<file path="config.mk">
export PLATFORM = sky130hd
export DESIGN_NAME = video_cursor_overlay_flat
export DESIGN_NICKNAME = d
export VERILOG_FILES = /design/src/rtl/video_cursor_overlay_if.sv /design/src/rtl/video_cursor_overlay.sv /design/src/flat_wrapper.sv
export SDC_FILE = /design/constraint.sdc
export NUM_CORES = 1
export LEC_CHECK = 0
export CAP_MARGIN = 0
export CORE_AREA = 2 2 311 313
export DETAILED_ROUTE_END_ITERATION = 7
export DIE_AREA = 0 0 313 315
export PLACE_DENSITY = 0.49
export SYNTH_ARGS = -nofsm -noshare
export SYNTH_HDL_FRONTEND = slang
export SYNTH_SLANG_ARGS = --single-unit
</file>
<file path="constraint.sdc">
create_clock -name pixel_clk -period 26.2 [get_ports pixel_clk]
set_input_delay 2.62 -clock pixel_clk [delete_from_list [all_inputs] [get_ports pixel_clk]]
set_output_delay 2.62 -clock pixel_clk [all_outputs]
set_load 0.02 [all_outputs]
</file>
<file path="src/rtl/video_cursor_overlay_if.sv">
// Video cursor overlay bus bundle.
// Groups the incoming video stream, cursor control, bitmap write port and
// outgoing video stream so the overlay stage can be wired with one port.
//   master : upstream/controller side (drives in_*, cursor_*, bm_*; reads out_*)
//   slave  : overlay stage (reads in_*, cursor_*, bm_*; drives out_*)
interface video_cursor_overlay_if #(
    parameter int unsigned HDISP = 800,
    parameter int unsigned VDISP = 480
);
    localparam int unsigned XW = $clog2(HDISP);
    localparam int unsigned YW = $clog2(VDISP);

    logic          in_hs;
    logic          in_vs;
    logic          in_blank;
    logic [23:0]   in_rgb;
    logic [XW-1:0] cursor_x;
    logic [YW-1:0] cursor_y;
    logic          cursor_en;
    logic [23:0]   cursor_color;
    logic          bm_we;
    logic [3:0]    bm_addr;
    logic [31:0]   bm_wdata;
    logic          out_hs;
    logic          out_vs;
    logic          out_blank;
    logic [23:0]   out_rgb;

    modport master (
        output in_hs, in_vs, in_blank, in_rgb,
        output cursor_x, cursor_y, cursor_en, cursor_color,
        output bm_we, bm_addr, bm_wdata,
        input  out_hs, out_vs, out_blank, out_rgb
    );

    modport slave (
        input  in_hs, in_vs, in_blank, in_rgb,
        input  cursor_x, cursor_y, cursor_en, cursor_color,
        input  bm_we, bm_addr, bm_wdata,
        output out_hs, out_vs, out_blank, out_rgb
    );
endinterface

</file>
<file path="src/rtl/video_cursor_overlay.sv">
// Hardware cursor overlay stage.
// Tracks the pixel coordinate of the incoming video stream, overlays a 16x16
// 2-bit-per-pixel cursor bitmap and forwards the stream with a fixed 2-cycle
// latency on all outputs. Cursor position/enable are shadowed at the VS
// falling edge so a frame is never drawn with a half-updated cursor.
// Ports:
//   pixel_clk : pixel clock
//   pixel_rst : asynchronous, active-high reset
//   vif       : slave side of the video/cursor/bitmap bundle
module video_cursor_overlay #(
    parameter int unsigned HDISP    = 800,
    parameter int unsigned VDISP    = 480,
    parameter int unsigned CUR_SIZE = 16
) (
    input logic                   pixel_clk,
    input logic                   pixel_rst,
    video_cursor_overlay_if.slave vif
);
    localparam int unsigned XW = $clog2(HDISP);
    localparam int unsigned YW = $clog2(VDISP);
    localparam logic [XW-1:0] XMAX = XW'(HDISP - 1);
    localparam logic [YW-1:0] YMAX = YW'(VDISP - 1);

    logic [XW-1:0] x_q;
    logic [YW-1:0] y_q;
    logic          en_act_q;
    logic [XW-1:0] cx_q;
    logic [YW-1:0] cy_q;
    logic [31:0]   bitmap_q [16];

    // Stage 1
    logic          hs1_q, vs1_q, blank1_q, hit1_q;
    logic [1:0]    code1_q;
    logic [23:0]   rgb1_q, color1_q;
    // Stage 2
    logic          hs2_q, vs2_q, blank2_q;
    logic [23:0]   rgb2_q;

    logic          hit_d;
    logic [1:0]    code_d;
    logic [23:0]   rgb_d;
    logic [XW:0]   x_end;
    logic [YW:0]   y_end;
    logic [3:0]    dx, dy;
    logic [31:0]   row;
    logic          vs_fall, blank_fall;

    // Stage-1 registers hold the previous cycle's input, so they double as
    // edge detectors for VS and BLANK.
    assign vs_fall    = vs1_q & ~vif.in_vs;
    assign blank_fall = blank1_q & ~vif.in_blank;

    always_ff @(posedge pixel_clk or posedge pixel_rst) begin
        if (pixel_rst) begin
            x_q <= '0;
            y_q <= '0;
        end else begin
            if (!vif.in_blank)   x_q <= '0;
            else if (x_q != XMAX) x_q <= x_q + 1'b1;

            if (!vif.in_vs)                     y_q <= '0;
            else if (blank_fall && y_q != YMAX) y_q <= y_q + 1'b1;
        end
    end

    always_ff @(posedge pixel_clk or posedge pixel_rst) begin
        if (pixel_rst) begin
            en_act_q <= 1'b0;
            cx_q     <= '0;
            cy_q     <= '0;
        end else if (vs_fall) begin
            en_act_q <= vif.cursor_en;
            cx_q     <= vif.cursor_x;
            cy_q     <= vif.cursor_y;
        end
    end

    always_ff @(posedge pixel_clk or posedge pixel_rst) begin
        if (pixel_rst) begin
            for (int i = 0; i < 16; i++) bitmap_q[i] <= '0;
        end else if (vif.bm_we) begin
            bitmap_q[vif.bm_addr] <= vif.bm_wdata;
        end
    end

    always_comb begin
        // One bit wider so the cursor clips at the right/bottom edge.
        x_end  = {1'b0, cx_q} + (XW + 1)'(CUR_SIZE);
        y_end  = {1'b0, cy_q} + (YW + 1)'(CUR_SIZE);
        hit_d  = en_act_q && (x_q >= cx_q) && ({1'b0, x_q} < x_end) &&
                 (y_q >= cy_q) && ({1'b0, y_q} < y_end);
        dx     = x_q[3:0] - cx_q[3:0];
        dy     = y_q[3:0] - cy_q[3:0];
        row    = bitmap_q[dy];
        code_d = row[{dx, 1'b0} +: 2];
    end

    always_comb begin
        rgb_d = rgb1_q;
        if (!blank1_q) begin
            rgb_d = '0;
        end else if (hit1_q) begin
            case (code1_q)
                2'b01:   rgb_d = color1_q;
                2'b10:   rgb_d = ~rgb1_q;
                2'b11:   rgb_d = 24'hFFFFFF;
                default: rgb_d = rgb1_q;
            endcase
        end
    end

    always_ff @(posedge pixel_clk or posedge pixel_rst) begin
        if (pixel_rst) begin
            hs1_q    <= 1'b1;
            vs1_q    <= 1'b1;
            blank1_q <= 1'b0;
            hit1_q   <= 1'b0;
            code1_q  <= '0;
            rgb1_q   <= '0;
            color1_q <= '0;
            hs2_q    <= 1'b1;
            vs2_q    <= 1'b1;
            blank2_q <= 1'b0;
            rgb2_q   <= '0;
        end else begin
            hs1_q    <= vif.in_hs;
            vs1_q    <= vif.in_vs;
            blank1_q <= vif.in_blank;
            hit1_q   <= hit_d;
            code1_q  <= code_d;
            rgb1_q   <= vif.in_rgb;
            color1_q <= vif.cursor_color;
            hs2_q    <= hs1_q;
            vs2_q    <= vs1_q;
            blank2_q <= blank1_q;
            rgb2_q   <= rgb_d;
        end
    end

    assign vif.out_hs    = hs2_q;
    assign vif.out_vs    = vs2_q;
    assign vif.out_blank = blank2_q;
    assign vif.out_rgb   = rgb2_q;
endmodule

</file>
<file path="src/flat_wrapper.sv">
// flat-port wrapper written by rule: the top's interface ports become plain ports
module video_cursor_overlay_flat 
#(
    parameter int unsigned HDISP    = 800,
    parameter int unsigned VDISP    = 480,
    parameter int unsigned CUR_SIZE = 16
)
  (pixel_clk, pixel_rst, vif_in_hs, vif_in_vs, vif_in_blank, vif_in_rgb, vif_cursor_x, vif_cursor_y, vif_cursor_en, vif_cursor_color, vif_bm_we, vif_bm_addr, vif_bm_wdata, vif_out_hs, vif_out_vs, vif_out_blank, vif_out_rgb);
  video_cursor_overlay_if #(.HDISP(HDISP), .VDISP(VDISP)) vif_i ();
  input logic pixel_clk;
  input logic pixel_rst;
  input wire logic [$bits(vif_i.in_hs)-1:0] vif_in_hs;
  input wire logic [$bits(vif_i.in_vs)-1:0] vif_in_vs;
  input wire logic [$bits(vif_i.in_blank)-1:0] vif_in_blank;
  input wire logic [$bits(vif_i.in_rgb)-1:0] vif_in_rgb;
  input wire logic [$bits(vif_i.cursor_x)-1:0] vif_cursor_x;
  input wire logic [$bits(vif_i.cursor_y)-1:0] vif_cursor_y;
  input wire logic [$bits(vif_i.cursor_en)-1:0] vif_cursor_en;
  input wire logic [$bits(vif_i.cursor_color)-1:0] vif_cursor_color;
  input wire logic [$bits(vif_i.bm_we)-1:0] vif_bm_we;
  input wire logic [$bits(vif_i.bm_addr)-1:0] vif_bm_addr;
  input wire logic [$bits(vif_i.bm_wdata)-1:0] vif_bm_wdata;
  output wire logic [$bits(vif_i.out_hs)-1:0] vif_out_hs;
  output wire logic [$bits(vif_i.out_vs)-1:0] vif_out_vs;
  output wire logic [$bits(vif_i.out_blank)-1:0] vif_out_blank;
  output wire logic [$bits(vif_i.out_rgb)-1:0] vif_out_rgb;
  assign vif_i.in_hs = vif_in_hs;
  assign vif_i.in_vs = vif_in_vs;
  assign vif_i.in_blank = vif_in_blank;
  assign vif_i.in_rgb = vif_in_rgb;
  assign vif_i.cursor_x = vif_cursor_x;
  assign vif_i.cursor_y = vif_cursor_y;
  assign vif_i.cursor_en = vif_cursor_en;
  assign vif_i.cursor_color = vif_cursor_color;
  assign vif_i.bm_we = vif_bm_we;
  assign vif_i.bm_addr = vif_bm_addr;
  assign vif_i.bm_wdata = vif_bm_wdata;
  assign vif_out_hs = vif_i.out_hs;
  assign vif_out_vs = vif_i.out_vs;
  assign vif_out_blank = vif_i.out_blank;
  assign vif_out_rgb = vif_i.out_rgb;
  video_cursor_overlay #(.HDISP(HDISP), .VDISP(VDISP), .CUR_SIZE(CUR_SIZE)) u_core (.pixel_clk(pixel_clk), .pixel_rst(pixel_rst), .vif(vif_i));
endmodule
</file>
==> flow_metrics.tcl <==
set metrics [dict create \
    outcome "complete, no violations" \
    dr.pass1.iters 4 \
    place_area_um2 31140 \
    path_clk_slew_ns 0.06 \
    cts_tree "done" \
    ant_nets 0 \
    grt_pass1_vias 17890 \
    area_growth_pct 17.62 \
    p_int_mw 2.161 \
    critPathLaunch "pixel_rst" \
    maxCapViolCount 0 \
    die_x_um 313 \
    cp.arrival_ns 6.39 \
    rsz0062_at_grt "no" \
    dpl.hpwl_um 41740 \
    seq_area_um2 15820 \
    routed_wirelength_um 74740 \
    max_freq_ghz 0.1748 \
    total_power_mw 2.990 \
    antenna_found_initial 9 \
    startpoint_type "primary input" \
    period_share_pct 21.84 \
    final_cell_mix "628 x dfrtp_1, 494 x mux2_2, 149 x mux4_2" \
    drive_above_1_share_pct 40.49 \
    ctsHoldBuffers 0 \
    slew_headroom_pct 25.06 \
    setup_viol 0 \
    clock_path_buffers 3 \
    yosysTopAreaCell "dfrtp_1" \
    hold_start "u_core.hs1_q" \
    cts_buffers 72 \
    fill_cells 9089 \
    fin_skew_ns 0.02451 \
    synthFlopType "dfrtp_1" \
    fin_util_pct 34.96 \
    detail_route.iter0.violations 972 \
    cp_data_required_time_ns 26.87 \
    io_buffers 136 \
    synth_cells 1835 \
    synth_enable_flop_cells 0 \
    met3_usage_pct 3.197 \
    hold_violations 0 \
    grt_pass1_wl_um 114800 \
    maxSlewViolCount 0 \
    die_y_um 315 \
    multi_input_area_um2 11990 \
    use_met1_pct 21.53 \
    max_stage_delay_ns 0.85 \
    seqPwrFrac_pct 42.5 \
    grt_max_degree 160 \
    yosys_warnings 0 \
    drc 0 \
    finalSetupTns_ns 0 \
    clockRootBuffer "clkbuf_16" \
    grt_usage_pct 15.40 \
    async_flop_share_pct 100.0 \
    busiest_layer "met2" \
    ctsResizeCount 0 \
    yosys.area.top_type_share_pct 55.24 \
    fin_area_um2 33460 \
    cts_max_level 3 \
    final_common_cell "dfrtp_1" \
    yosysSeqAreaShare_pct 55.61 \
    route.detailed.wl_per_inst_um 22.91 \
    finalCriticalPeriod_ns 5.721 \
    crit_fanout 131 \
    r2r-start "u_core.y_q[0]" \
    cp_slowest_cell "buf_4" \
    overflow 0 \
    hp-class "flop to flop" \
    swShare_pct 27.74 \
    start_util_pct 29.72 \
    synth.avg_cell_area_um2 15.50 \
    num_vias 16340 \
    post_cts_buffers 0 \
    gp_congestion 0.7619 \
    ys_top_cells_by_area "dfrtp_1 55%, mux2_2 20%, mux4_2 12%, ha_1 1.5%, mux2i_1 1.2%" \
    power.share.clock_pct 33.0 \
    pwr-share-comb_pct 24.5 \
    worstPathCellList "clkdlybuf4s50_1, inv_8, buf_4, buf_4, buf_4" \
    clock-sinks 632 \
    synthesis.area_um2 28450 \
    via_per_inst 5.010 \
    synth.distinct_cells 53 \
    num_rows 114 \
    syn_nets 1981 \
    p_per_area_nw_per_um2 89.36 \
    crit_path_frequent_cell "buf_4" \
    coreArea_um2 95710 \
    worst_slew_pin_slew_ns 1.123 \
    p_leak_nw 13.93 \
    ir_drop_mv 0.04007 \
    p_switching_uw 829.3 \
    path_class "primary input to async pin" \
    end_kind "async pin" \
    met2_usage_pct 24.23 \
    clk_latency_ns 0.63 \
    fp.dieArea_um2 98600 \
    ys_ff_latch 632 \
    layout.nets 2081 \
    pin_count 137 \
]
-- Yosys cell counts, types with 4 or more instances --
library cell	number
buf_6	8
nand2b_1	7
buf_1	25
mux2_1	21
clkbuf_1	80
nand3_1	13
ha_1	34
a22oi_1	4
mux4_2	149
nor2b_1	9
or3_1	5
mux2i_1	35
dfrtp_1	628
inv_1	28
a21boi_0	5
buf_2	15
nand4_1	5
a21oi_1	10
and2_1	14
o21a_1	8
dfstp_2	4
buf_4	11
o22ai_1	23
o21ai_0	50
a221oi_1	23
nor2_1	18
nor3_1	5
a22o_1	4
mux2_2	494
nand2_1	37
xnor2_1	22
-- cells by family (layout without fill, tap and decap cells) --
group,Yosys count,in the layout,synth area share [%]
mux,702,702,33.69
flops,632,632,55.61
buf+inv,168,316,2.678
compound gates,147,147,3.382
simple gates,127,127,2.296
fa+ha+maj,36,36,1.636
xor+xnor,23,23,0.7081
other cells,0,3,0
-- metrics by stage --
step	worst slack (ns)	hold slack, ns	std cells
2_1_floorplan	5.884	0.3452	1835
3_3_place_gp	19.79	0.3497	3137
3_5_place_dp	19.64	0.3494	3137
4_1_cts	20.32	0.3610	3259
5_1_grt	19.85	0.3628	3259
6_report	20.48	0.3584	3262
-- state kept, by name, indices dropped and copies added, names as in the netlist, 9 cells and up --
register            cells
u_core.cx_q            10
u_core.y_q              9
u_core.x_q             10
u_core.vif.out_rgb     24
u_core.cy_q             9
u_core.color1_q        24
u_core.rgb1_q          24
u_core.bitmap_q       512
-- worst paths after layout --
kind | endpoint | slack, ns | cells after the start
worst max-delay path | u_core.bitmap_q[100] | 20.48 | 5
worst min-delay path | u_core.vif.out_hs | 0.36 | 0
worst max register to register | u_core.code1_q[0] | 21.64 | 11
worst min register to register | u_core.vif.out_hs | 0.36 | 0
max in group pixel_clk | u_core.bitmap_q[55] | 21.44 | 6
min in group asynchronous | u_core.vif.out_rgb[14] | 2.61 | 2
-- worst max-delay path, delay by kind of cell --
| kind | cells | cell delay, ns |
|---|---|---|
| buffers and inverters | 5 | 3.54 |
-- final cells by class --
type | count | area share (%)
Multi-Input combinational cell | 1035 | 35.83
Sequential cell | 632 | 47.28
Antenna cell | 3 | 0.02244
Tap cell | 1276 | 4.771
Timing Repair Buffer | 166 | 4.854
Clock inverter | 16 | 0.6918
Inverter | 28 | 0.3365
Clock buffer | 106 | 6.215
-- power groups by stage --
stage	logic [mW]	clock network (mW)	registers (mW)
detailed placement	0.748	0	1.29
finish	0.732	0.987	1.27
CTS	0.750	1.02	1.27
global route	0.792	1.07	1.29
global placement	0.734	0	1.27
floorplan	0.558	0	1.26
-- metal layers --
metal	part of all wire, %	wire length (µm)	vias to the layer above
met3	4.2	3171	122
met1	47	34940	8868
met2	46	34650	298
met5	0.084	63	-
li1	-	-	7044
met4	2.6	1919	10
Power figures use the tool's default switching activity.
